File: src/rtl/memory_access_stage_if.sv
// Data-memory bus between the MEM stage and the data memory.
//   mem_req   : request, held until mem_ack, timeout or reset
//   mem_we    : 1 = write, 0 = read
//   mem_addr  : word address
//   mem_wdata : write data
//   mem_rdata : read data, valid while mem_ack = 1
//   mem_ack   : one-cycle completion pulse
// The master modport is used by the pipeline stage and the slave modport by the memory.
interface memory_access_stage_if #(
  parameter int DATA_W = 16
);
  logic              mem_req;
  logic              mem_we;
  logic [DATA_W-1:0] mem_addr;
  logic [DATA_W-1:0] mem_wdata;
  logic [DATA_W-1:0] mem_rdata;
  logic              mem_ack;

  modport master (
    output mem_req,
    output mem_we,
    output mem_addr,
    output mem_wdata,
    input  mem_rdata,
    input  mem_ack
  );

  modport slave (
    input  mem_req,
    input  mem_we,
    input  mem_addr,
    input  mem_wdata,
    output mem_rdata,
    output mem_ack
  );
endinterface

File: src/rtl/memory_access_stage.sv
// MEM pipeline stage of the 16-bit CPU.
// Sits between the EX/MEM and MEM/WB registers. Non-memory instructions pass
// straight through with no added cycles; loads and stores run a req/ack
// access on the data-memory bus while the front of the pipeline is stalled.
//
// Ports
//   clk, rst_n          : clock (rising edge), asynchronous active-low reset
//   ex_valid            : EX/MEM holds a real instruction
//   ex_memRead/Write    : load / store (both set => store)
//   ex_wbs, ex_ni       : forwarded unchanged to MEM/WB
//   ex_ALUresult        : ALU result, also the memory address
//   ex_storeData        : store data
//   stall               : freeze PC, IF/ID, ID/EX and EX/MEM
//   mem                 : data-memory bus (master side)
//   wb_valid            : MEM/WB inputs carry a real instruction this cycle
//   wbs_out, ni_out     : to MEM/WB
//   memData_out         : load data to MEM/WB (0 for non-loads and timeouts)
//   ALUresult_out       : to MEM/WB
//   mem_error           : sticky access-timeout flag, cleared only by reset
module memory_access_stage #(
  parameter int DATA_W  = 16,
  parameter int TIMEOUT = 255
) (
  input  logic                   clk,
  input  logic                   rst_n,
  input  logic                   ex_valid,
  input  logic                   ex_memRead,
  input  logic                   ex_memWrite,
  input  logic                   ex_wbs,
  input  logic                   ex_ni,
  input  logic [DATA_W-1:0]      ex_ALUresult,
  input  logic [DATA_W-1:0]      ex_storeData,
  output logic                   stall,
  memory_access_stage_if.master  mem,
  output logic                   wb_valid,
  output logic                   wbs_out,
  output logic [DATA_W-1:0]      memData_out,
  output logic [DATA_W-1:0]      ALUresult_out,
  output logic                   ni_out,
  output logic                   mem_error
);

  typedef enum logic [1:0] {
    IDLE   = 2'd0,
    ACCESS = 2'd1,
    RESP   = 2'd2
  } state_t;

  // Last counter value of an access: with the counter starting at 0 this
  // allows exactly TIMEOUT ACCESS cycles before the abort.
  localparam logic [7:0] CNT_LAST = 8'(TIMEOUT - 1);

  state_t            state_q;
  state_t            state_d;
  logic [7:0]        cnt_q;
  logic [DATA_W-1:0] hold_addr_q;
  logic [DATA_W-1:0] hold_wdata_q;
  logic              hold_we_q;
  logic              hold_wbs_q;
  logic              hold_ni_q;
  logic [DATA_W-1:0] rdata_q;
  logic              error_q;

  logic mem_op;
  logic timeout_hit;

  assign mem_op      = ex_valid & (ex_memRead | ex_memWrite);
  assign timeout_hit = (cnt_q == CNT_LAST);

  // State register
  always_ff @(posedge clk or negedge rst_n) begin
    if (!rst_n) begin
      state_q <= IDLE;
    end else begin
      state_q <= state_d;
    end
  end

  // Next-state logic
  always_comb begin
    state_d = state_q;
    unique case (state_q)
      IDLE:    if (mem_op) state_d = ACCESS;
      ACCESS:  if (mem.mem_ack || timeout_hit) state_d = RESP;
      RESP:    state_d = IDLE;
      default: state_d = IDLE;
    endcase
  end

  // Hold registers, access counter, latched read data and error flag
  always_ff @(posedge clk or negedge rst_n) begin
    if (!rst_n) begin
      cnt_q        <= '0;
      hold_addr_q  <= '0;
      hold_wdata_q <= '0;
      hold_we_q    <= 1'b0;
      hold_wbs_q   <= 1'b0;
      hold_ni_q    <= 1'b0;
      rdata_q      <= '0;
      error_q      <= 1'b0;
    end else begin
      unique case (state_q)
        IDLE: begin
          if (mem_op) begin
            hold_addr_q  <= ex_ALUresult;
            hold_wdata_q <= ex_storeData;
            // A store wins when both memRead and memWrite are set.
            hold_we_q    <= ex_memWrite;
            hold_wbs_q   <= ex_wbs;
            hold_ni_q    <= ex_ni;
            cnt_q        <= '0;
          end
        end
        ACCESS: begin
          // An ack in the final allowed cycle still completes normally.
          if (mem.mem_ack) begin
            rdata_q <= hold_we_q ? '0 : mem.mem_rdata;
          end else if (timeout_hit) begin
            rdata_q <= '0;
            error_q <= 1'b1;
          end else begin
            cnt_q <= cnt_q + 8'd1;
          end
        end
        default: ;
      endcase
    end
  end

  // Output logic; everything is forced low while reset is asserted so that
  // the IDLE pass-through cannot leak the EX/MEM contents during reset.
  always_comb begin
    stall         = 1'b0;
    wb_valid      = 1'b0;
    wbs_out       = 1'b0;
    ni_out        = 1'b0;
    memData_out   = '0;
    ALUresult_out = '0;
    mem.mem_req   = 1'b0;
    mem.mem_we    = 1'b0;
    mem.mem_addr  = '0;
    mem.mem_wdata = '0;
    mem_error     = 1'b0;
    if (rst_n) begin
      mem_error = error_q;
      unique case (state_q)
        IDLE: begin
          if (mem_op) begin
            // Bubble towards MEM/WB while the access is set up.
            stall = 1'b1;
          end else begin
            wb_valid      = ex_valid;
            wbs_out       = ex_wbs & ex_valid;
            ni_out        = ex_ni & ex_valid;
            ALUresult_out = ex_valid ? ex_ALUresult : '0;
          end
        end
        ACCESS: begin
          stall         = 1'b1;
          mem.mem_req   = 1'b1;
          mem.mem_we    = hold_we_q;
          mem.mem_addr  = hold_addr_q;
          mem.mem_wdata = hold_wdata_q;
        end
        RESP: begin
          // EX/MEM still shows this instruction; the hold copy is used so the
          // result is independent of what the front of the pipeline does.
          wb_valid      = 1'b1;
          wbs_out       = hold_wbs_q;
          ni_out        = hold_ni_q;
          ALUresult_out = hold_addr_q;
          memData_out   = rdata_q;
        end
        default: ;
      endcase
    end
  end

endmodule

File: src/flat_wrapper.sv
// flat-port wrapper written by rule: the top's interface ports become plain ports
module memory_access_stage_flat 
#(
  parameter int DATA_W  = 16,
  parameter int TIMEOUT = 255
)
  (clk, rst_n, ex_valid, ex_memRead, ex_memWrite, ex_wbs, ex_ni, ex_ALUresult, ex_storeData, stall, wb_valid, wbs_out, memData_out, ALUresult_out, ni_out, mem_error, mem_mem_req, mem_mem_we, mem_mem_addr, mem_mem_wdata, mem_mem_rdata, mem_mem_ack);
  memory_access_stage_if #(.DATA_W(DATA_W)) mem_i ();
  input  logic clk;
  input  logic rst_n;
  input  logic ex_valid;
  input  logic ex_memRead;
  input  logic ex_memWrite;
  input  logic ex_wbs;
  input  logic ex_ni;
  input  logic [DATA_W-1:0] ex_ALUresult;
  input  logic [DATA_W-1:0] ex_storeData;
  output logic stall;
  output logic wb_valid;
  output logic wbs_out;
  output logic [DATA_W-1:0] memData_out;
  output logic [DATA_W-1:0] ALUresult_out;
  output logic ni_out;
  output logic mem_error;
  output wire logic [$bits(mem_i.mem_req)-1:0] mem_mem_req;
  output wire logic [$bits(mem_i.mem_we)-1:0] mem_mem_we;
  output wire logic [$bits(mem_i.mem_addr)-1:0] mem_mem_addr;
  output wire logic [$bits(mem_i.mem_wdata)-1:0] mem_mem_wdata;
  input wire logic [$bits(mem_i.mem_rdata)-1:0] mem_mem_rdata;
  input wire logic [$bits(mem_i.mem_ack)-1:0] mem_mem_ack;
  assign mem_mem_req = mem_i.mem_req;
  assign mem_mem_we = mem_i.mem_we;
  assign mem_mem_addr = mem_i.mem_addr;
  assign mem_mem_wdata = mem_i.mem_wdata;
  assign mem_i.mem_rdata = mem_mem_rdata;
  assign mem_i.mem_ack = mem_mem_ack;
  memory_access_stage #(.DATA_W(DATA_W), .TIMEOUT(TIMEOUT)) u_core (.clk(clk), .rst_n(rst_n), .ex_valid(ex_valid), .ex_memRead(ex_memRead), .ex_memWrite(ex_memWrite), .ex_wbs(ex_wbs), .ex_ni(ex_ni), .ex_ALUresult(ex_ALUresult), .ex_storeData(ex_storeData), .stall(stall), .mem(mem_i), .wb_valid(wb_valid), .wbs_out(wbs_out), .memData_out(memData_out), .ALUresult_out(ALUresult_out), .ni_out(ni_out), .mem_error(mem_error));
endmodule
File: config.mk
export PLATFORM = sky130hd
export DESIGN_NAME = memory_access_stage_flat
export DESIGN_NICKNAME = d
export VERILOG_FILES = /design/src/rtl/memory_access_stage_if.sv /design/src/rtl/memory_access_stage.sv /design/src/flat_wrapper.sv
export SDC_FILE = /design/constraint.sdc
export NUM_CORES = 1
export LEC_CHECK = 0
export CORE_MARGIN = 8
export CORE_UTILIZATION = 39
export CTS_CLUSTER_SIZE = 40
export DETAILED_ROUTE_END_ITERATION = 10
export HOLD_SLACK_MARGIN = 0.02
export PLACE_DENSITY = 0.85
export SYNTH_ARGS = -nofsm -noshare
export SYNTH_HDL_FRONTEND = slang
export SYNTH_SLANG_ARGS = --single-unit
File: constraint.sdc
create_clock -name clk -period 2.24 [get_ports clk]
set_clock_uncertainty 0.05 [all_clocks]
set_input_delay 0.672 -clock clk [delete_from_list [all_inputs] [get_ports clk]]
set_output_delay 0.672 -clock clk [all_outputs]
set_load 0.005 [all_outputs]
Word level (Yosys, flattened, before mapping)
Index checks and enable logic that the tools add are counted.
Operators by class
  $add $sub $neg: 1
  multipliers: 0
  div/mod/pow operators: 0
  magnitude comparators: 0
  equal/unequal tests: 7
  shifts and indexed selects: 0
  muxes and demuxes: 37
  bitwise logic cells: 5
  reduce and logical (&&, ||, !) cells: 9
Operators by type and width (number)
  2-to-1 mux 16 bit: 12
  case mux 16 bit (2 select lines): 1
  2-to-1 mux 8 bit: 3
  case mux 8 bit (2 select lines): 1
  2-to-1 mux 1 bit: 13
  adder 8 x 1 -> 8 bit, second input constant: 1
  equality test 8 bit, second input constant: 1
  case mux 1 bit (2 select lines): 4
  AND reduction 2 bit: 3
  2-to-1 mux 2 bit: 2
  != test 2 x 1 -> 1 bit, second input constant: 2
  != test 2 bit, second input constant: 2
  case mux 2 bit (2 select lines): 1
  AND reduction 4 bit: 1
  nonzero test 2 bit: 2
  bitwise AND 1 bit: 3
  AND reduction 3 bit: 1
  equality test 2 x 1 -> 1 bit, second input constant: 1
  equality test 2 bit, second input constant: 1
  logical NOT 2 bit: 1
  logical OR 1 bit: 1
  NOT 1 bit: 1
  bitwise OR 1 bit: 1
Word-level totals
  flip-flop bits (word level): 62
  bits in latches: 0
  memory bits (writable): 0
  ROM bits: 0
  input port bits: 56
  output and inout bits: 71
  word-level logic and storage cells: 68
  memories: 0

Logic depth before layout (Yosys ltp)
Gate-level depths: netlist of the first run.
  word-level depth: 5
  depth in mapped cells: 7
  gate-level depth less buffers: 6

Least setup slack after synthesis of the first run
Ideal clock, no wire load.
  kind: input -> output
  from: in ex_valid
  to: out ALUresult_out[10]
  data arrival time: 1.706 ns
  required time: 1.518 ns
  setup slack: -0.188 ns
  stages on the path: 5
  path buffers: 1
  cells stage by stage: or3b_4 nor3_4 buf_4 a22oi_1 nor2_1
On the way
  word-level cells in the longest chain between the ends: 4
  elaborated cells between the ends (all ways): 5
  classes of those cells: mux: 4; bitwise: 1
RTL lines
  start, declared: line flat_wrapper.sv:11  | input logic ex_valid;
  2-to-1 mux 16 bit or bitwise AND 1 bit (tied branches): line memory_access_stage.sv:155, memory_access_stage.sv:67
  2-to-1 mux 16 bit *: line memory_access_stage.sv:148  | if (mem_op) begin
  case mux 16 bit (2 select lines) *: line memory_access_stage.sv:146  | unique case (state_q)
  2-to-1 mux 16 bit *: line memory_access_stage.sv:144  | if (rst_n) begin
  end, declared: line flat_wrapper.sv:22  | output logic [DATA_W-1:0] ALUresult_out;
Every way passes the cells marked *; elsewhere a longest branch is shown, timed or not.

Worst setup path after layout of the first run
  from: reg u_core.state_q[1]
  to: out ALUresult_out[9]
On the way
  word-level cells in the longest chain between the ends: 3
  elaborated cells between the ends (all ways): 4
  classes of those cells: eq/ne: 1; mux: 2; reduce/logical: 1
RTL lines
  start, declared: line memory_access_stage.sv:53  | state_t state_q;
  start signal, assigned: line memory_access_stage.sv:75  | state_q <= state_d;
  equality test 2 bit or logical NOT 2 bit (tied branches): line memory_access_stage.sv:146
  case mux 16 bit (2 select lines) *: line memory_access_stage.sv:146
  2-to-1 mux 16 bit *: line memory_access_stage.sv:144
Marked as above.

==> flow_metrics.env, run 1 <==
export IMPL_fin_hold_ws_ns=0.0873
export IMPL_drt_iter0_drc=153
export IMPL_ios=127
export IMPL_synthFlopType="dfrtp_1"
export IMPL_hpwl_mm=7.02
export IMPL_cts_tree="yes"
export IMPL_multi_input_area_mm2=0.00169
export IMPL_end_kind="output port"
export IMPL_peakVddDrop_v=0.000486
export IMPL_post_drt_via_cell_ratio=5.42
export IMPL_synth_cells=278
export IMPL_wire_per_inst_um=20.6
export IMPL_antenna_cells=0
export IMPL_nFillCells=567
export IMPL_status="finished with violations"
export IMPL_p_leak_nw=2.51
export IMPL_synth_top_area_cell="dfrtp_1"
export IMPL_cts_hold_buffers=0
export IMPL_hp_class="primary input to asynchronous set/reset pin"
export IMPL_regArea_mm2=0.00155
export IMPL_final_common_cell="dfrtp_1"
export IMPL_async_reset_ff_frac=1.00
export IMPL_synth_area_leaders="dfrtp_1, mux2_2, and3_1"
export IMPL_core_rowCount=32
export IMPL_synth_seq_cells=62
export IMPL_crit_path_max_fanout=5
export IMPL_synthesis_area_mm2=0.00309
export IMPL_max_stage_delay_ns=0.43
export IMPL_finalCritPeriodShare=1.22
export IMPL_rsz0062_at_grt="yes"
export IMPL_num_vias=3035
export IMPL_clk_latency_ns=0.33
export IMPL_clkTransAtPathRegs_ns=0.06
export IMPL_hold_violations=0
export IMPL_fp_dieH_um=105
export IMPL_relSlewSlack=0.598
export IMPL_post_place_ws_ns=-1.14
export IMPL_io_buffers=126
export IMPL_setup_viol=70
export IMPL_powerDensity_mw_per_mm2=778
export IMPL_syn_nets=336
export IMPL_core_area_mm2=0.00769
export IMPL_die_w_um=105
export IMPL_finalInstanceArea_mm2=0.00538
export IMPL_violations="negative setup slack"
export IMPL_grt_pass1_vias=3170
export IMPL_synth_distinct_cells=33
export IMPL_globalplace_congestion=0.789
export IMPL_worst_pin_slew_ns=0.603
export IMPL_worstPathArrival_ns=2.02
export IMPL_synth_enable_flop_cells=0
export IMPL_grt_usage=0.184
export IMPL_worstPathRequired_ns=1.52
export IMPL_drc=0
export IMPL_seq_area_frac_synth=0.503
export IMPL_drive_above_1_share=0.537
export IMPL_area_delta_synth_final_pct=74.3
export IMPL_antenna_found_initial=0
export IMPL_initial_utilization=0.401
export IMPL_drt_wl_total_mm=11.5
export IMPL_avgSynthCellArea_um2=11.1
export IMPL_setup_ws_ns=-0.498
export IMPL_cp_slowest_cell="dfrtp_2"
export IMPL_maxCapViolCount=0
export IMPL_grt_pass1_wl_mm=16.4
export IMPL_cp_start_kind="flip-flop"
export IMPL_crit_buf_inv=4
export IMPL_maxClockFrequency_mhz=365
export IMPL_cpMostUsedCell="buf_12"
export IMPL_drv_slew=0
export IMPL_place_area_mm2=0.00466
export IMPL_numCtsBuffers=9
export IMPL_cts_path_max_buffers=2
export IMPL_finalNetCount=512
export IMPL_yosysTopAreaCellShare=0.503
export IMPL_cp_cell_sequence="or3b_4 -> nor3_4 -> buf_12 -> buf_12 -> buf_16 -> a22oi_2 -> nor2_1 -> buf_2"
export IMPL_antenna_left=0
export IMPL_finalCriticalPeriod_ns=2.74
export IMPL_dieArea_mm2=0.0110
export IMPL_grt_max_degree=23
export IMPL_layout_common_cells="dfrtp_1, clkdlybuf4s50_1, buf_6, mux2_2, and3_4"
export IMPL_overflow=0
export IMPL_cts_max_level=3
export IMPL_synth_warning_count=0
export IMPL_cts_sinks=62
export IMPL_crit_type="flip-flop to output port"
export IMPL_crit_family="simple AND/OR/NAND/NOR gates"
export IMPL_first_pass_iters=4
export IMPL_cts_root_buffer="clkbuf_8"
[layout make-up]
class / instances / area share
timing repair buffer: 188 / 0.342
multi-input combinational: 190 / 0.315
clock inverter: 5 / 0.00512
sequential: 62 / 0.289
inverter: 3 / 0.00209
tap: 102 / 0.0237
clock buffer: 10 / 0.0237
[worst paths after layout]
kind / endpoint / depth (start not counted) / from / slack [ns]
worst max-delay path: ALUresult_out[9] / 8 / u_core.state_q[1] / -0.50
worst min-delay path: u_core.state_q[1] / 1 / rst_n / 0.09
worst max register to register: u_core.rdata_q[8] / 8 / u_core.state_q[0] / 0.21
worst min register to register: u_core.error_q / 1 / u_core.error_q / 0.42
max in group asynchronous: u_core.cnt_q[2] / 3 / rst_n / 1.37
min in group clk: u_core.error_q / 1 / u_core.error_q / 0.42
[cell usage after synthesis, types with 3 or more instances]
cell type,n
a21oi_1,6
a22o_1,16
a22oi_1,18
a31oi_1,6
and3_1,50
buf_2,5
clkbuf_1,15
dfrtp_1,62
inv_1,3
mux2_2,35
nand2_1,4
nand2b_1,3
nand3_1,4
nor2_1,23
nor2b_1,4
o21ai_0,3
[report_power, final]
group | leakage (nW) | switching [mW] | internal, mW
Combinational | 1.66 | 0.624 | 0.975
Clock | 0.0817 | 0.427 | 0.387
Sequential | 0.766 | 0.277 | 1.50
[metrics by stage]
step,TNS (ns),power [mW],utilization,cells
floorplan,-2.35,2.35,-,278
global placement,-45.02,2.92,0.606,513
detailed placement,-47.04,2.99,0.606,513
CTS,-23.10,3.88,0.651,538
global route,-25.22,4.41,0.700,560
finish,-21.02,4.19,0.700,560
[per-layer routing]
layer	wire (um)	global-route usage
met5	0	0
met2	5960	0.323
met4	198	0.0499
met1	4590	0.201
met3	763	0.0743
[state kept, by name, summed over array words and instances (netlist names)]
register and flops:
u_core.hold_wbs_q 1, u_core.hold_we_q 1, u_core.hold_wdata_q 16, u_core.hold_ni_q 1
u_core.cnt_q 8, u_core.state_q 2, u_core.rdata_q 16, u_core.error_q 1
u_core.hold_addr_q 16
[repair_timing]
| action | in CTS | in global routing |
|---|---|---|
| cloned | 6 | 4 |
| setup endpoints to repair | 74 | 70 |
| pin swaps | 10 | 26 |
| gates resized for setup | 145 | 207 |
| buffers inserted | 4 | 19 |
[cell families (layout without fill, tap and decap cells)]
| family | after synthesis | after routing | share of synthesized area |
|---|---|---|---|
| simple gates | 98 | 98 | 0.188 |
| flops | 62 | 62 | 0.503 |
| compound gates | 54 | 54 | 0.131 |
| mux | 36 | 36 | 0.133 |
| buf+inv | 26 | 206 | 0.0377 |
| fa+ha+maj | 2 | 2 | 0.00811 |
Note: power is estimated with default switching activity, not from simulation.
==> run 2, diff against run 1 <==
Settings changed: CORE_UTILIZATION 39 to 43, PLACE_DENSITY 0.85 to 0.88.
Clock period 2.24 ns to 2.6 ns, I/O delays scaled along.
==> run 2 against run 1 <==
Against the previous run: the run still ends with negative setup slack left; power is 15% lower; register-to-register slack better by 0.21 ns; non-clock buffer count is 7 lower; combinational power is 24% lower; design area is 7.4% lower; routed wire length is 6.4% lower; largest power group unchanged.
==> flow_metrics.env, run 2 (synthesized netlist as in run 1, its figures left out) <==
export IMPL_cp_start_kind="primary input"
export IMPL_grt_max_degree=27
export IMPL_hp_class="primary input to asynchronous set/reset pin"
export IMPL_io_buffers=126
export IMPL_p_leak_nw=2.53
export IMPL_crit_path_max_fanout=5
export IMPL_worstPathRequired_ns=1.77
export IMPL_wire_per_inst_um=19.6
export IMPL_crit_family="simple AND/OR/NAND/NOR gates"
export IMPL_setup_viol=19
export IMPL_p_sw_frac=0.305
export IMPL_grt_pass1_vias=3204
export IMPL_first_pass_iters=5
export IMPL_hpwl_mm=6.87
export IMPL_layout_common_cells="dfrtp_1, clkdlybuf4s50_1, and3_1, mux2_2, buf_4"
export IMPL_tns_ns=-2.56
export IMPL_drive_above_1_share=0.392
export IMPL_initial_utilization=0.435
export IMPL_die_w_um=101
export IMPL_numCtsBuffers=9
export IMPL_max_stage_delay_ns=0.39
export IMPL_antenna_left=0
export IMPL_use_met1=0.233
export IMPL_drc=0
export IMPL_setup_ws_ns=-0.217
export IMPL_worst_pin_slew_ns=0.636
export IMPL_place_area_mm2=0.00459
export IMPL_hold_violations=0
export IMPL_cts_sinks=62
export IMPL_grt_usage=0.216
export IMPL_finalNetCount=505
export IMPL_post_place_ws_ns=-1.04
export IMPL_cts_tree="yes"
export IMPL_top_regs="u_core.hold_addr_q: 16 flops, u_core.hold_wdata_q: 16 flops, u_core.rdata_q: 16 flops"
export IMPL_peakVddDrop_v=0.000489
export IMPL_clk_latency_ns=0.34
export IMPL_grt_use_met3=0.0649
export IMPL_cts_max_level=3
export IMPL_drt_iter0_drc=112
export IMPL_p_int_mw=2.48
export IMPL_finalInstanceArea_mm2=0.00498
export IMPL_powerDensity_mw_per_mm2=717
export IMPL_relSlewSlack=0.576
export IMPL_cts_path_max_buffers=2
export IMPL_core_area_mm2=0.00710
export IMPL_antenna_found_initial=0
export IMPL_power_share_clock=0.237
export IMPL_violations="negative setup slack"
export IMPL_total_power_mw=3.57
export IMPL_cpMostUsedCell="buf_6"
export IMPL_finish_utilization=0.702
export IMPL_p_seq_frac=0.422
export IMPL_ios=127
export IMPL_cp_slowest_cell="or3b_4"
export IMPL_antenna_cells=0
export IMPL_clkTransAtPathRegs_ns=0.07
export IMPL_grt_pass1_wl_mm=16.9
export IMPL_maxCapViolCount=0
export IMPL_rsz0062_at_grt="yes"
export IMPL_fp_dieH_um=101
export IMPL_num_vias=2985
export IMPL_status="finished with violations"
export IMPL_cp_cell_sequence="buf_6 -> or3b_4 -> nor3_4 -> buf_6 -> buf_12 -> a22oi_1 -> nor2_1 -> buf_2"
export IMPL_crit_type="primary input to output port"
export IMPL_finalCriticalPeriod_ns=2.82
export IMPL_finalCritPeriodShare=1.08
export IMPL_crit_buf_inv=4
export IMPL_dieArea_mm2=0.0101
export IMPL_switchingPower_mw=1.09
export IMPL_worstPathArrival_ns=1.99
export IMPL_drv_slew=0
export IMPL_busiest_layer="met2"
export IMPL_use_met2=0.377
export IMPL_overflow=0
export IMPL_area_delta_synth_final_pct=61.4
export IMPL_p_comb_frac=0.341
export IMPL_final_common_cell="dfrtp_1"
export IMPL_globalplace_congestion=0.804
export IMPL_post_drt_via_cell_ratio=5.43
export IMPL_core_rowCount=31
export IMPL_maxClockFrequency_mhz=355
export IMPL_cts_root_buffer="clkbuf_8"
export IMPL_drt_wl_total_mm=10.8
export IMPL_end_kind="output port"
==> run 2: cell types whose count changed in the layout (fill, tap and decap cells not counted), moves of 10 or more <==
cell           before  now
buf_6              46   21
a22oi_1             4   14
dlygate4sd2_1       1   18
a22oi_2            14    4
and3_1             17   47
and3_4             33    3
==> run 2: power by group through the flow <==
| stage | registers (mW) | logic (mW) | clock network [mW] |
|---|---|---|---|
| 2_1_floorplan | 1.43 | 0.593 | 0 |
| 4_1_cts | 1.49 | 1.21 | 0.856 |
| 5_1_grt | 1.54 | 1.31 | 0.900 |
| 6_report | 1.51 | 1.22 | 0.847 |
| 3_5_place_dp | 1.50 | 1.05 | 0 |
| 3_3_place_gp | 1.47 | 1.01 | 0 |
==> run 2: what timing repair did <==
item,CTS,global route
gates cloned,9,0
hold buffers,0,0
gates resized for setup,199,60
setup buffers,24,2
setup endpoints to repair,71,53
pin swaps,14,11
hold endpoints to repair,0,0
==> run 2: final cells by class <==
cell class | instances | area [um^2]
Fill cell | 529 | 2120
Timing Repair Buffer | 181 | 1620
Sequential cell | 62 | 1550
Multi-Input combinational cell | 190 | 1480
Clock buffer | 11 | 141
Tap cell | 99 | 124
Clock inverter | 4 | 47.5
Inverter | 3 | 11.3
==> run 2: per-layer routing <==
| layer | share of wire | routed length (um) |
|---|---|---|
| met1 | 0.39 | 4230 |
| met2 | 0.52 | 5590 |
| met3 | 0.068 | 727 |
| met4 | 0.020 | 218 |
| met5 | 0 | 0 |
==> run 2: final timing paths <==
path,from,to,slack (ns),depth (start not counted)
worst max-delay path,ex_valid,ALUresult_out[8],-0.22,8
worst min-delay path,rst_n,u_core.cnt_q[6],0.31,2
worst max register to register,u_core.state_q[1],u_core.rdata_q[7],0.42,8
worst min register to register,u_core.error_q,u_core.error_q,0.41,1
max in group asynchronous,rst_n,u_core.state_q[0],1.83,3
min in group clk,u_core.error_q,u_core.error_q,0.41,1
==> run 2: stage by stage <==
step / hold slack (ns) / instances
after detailed placement: 0.397 / 503
after global placement: 0.399 / 503
after CTS: 0.325 / 551
after global routing: 0.302 / 550
after floorplan: 0.370 / 278
final: 0.310 / 550
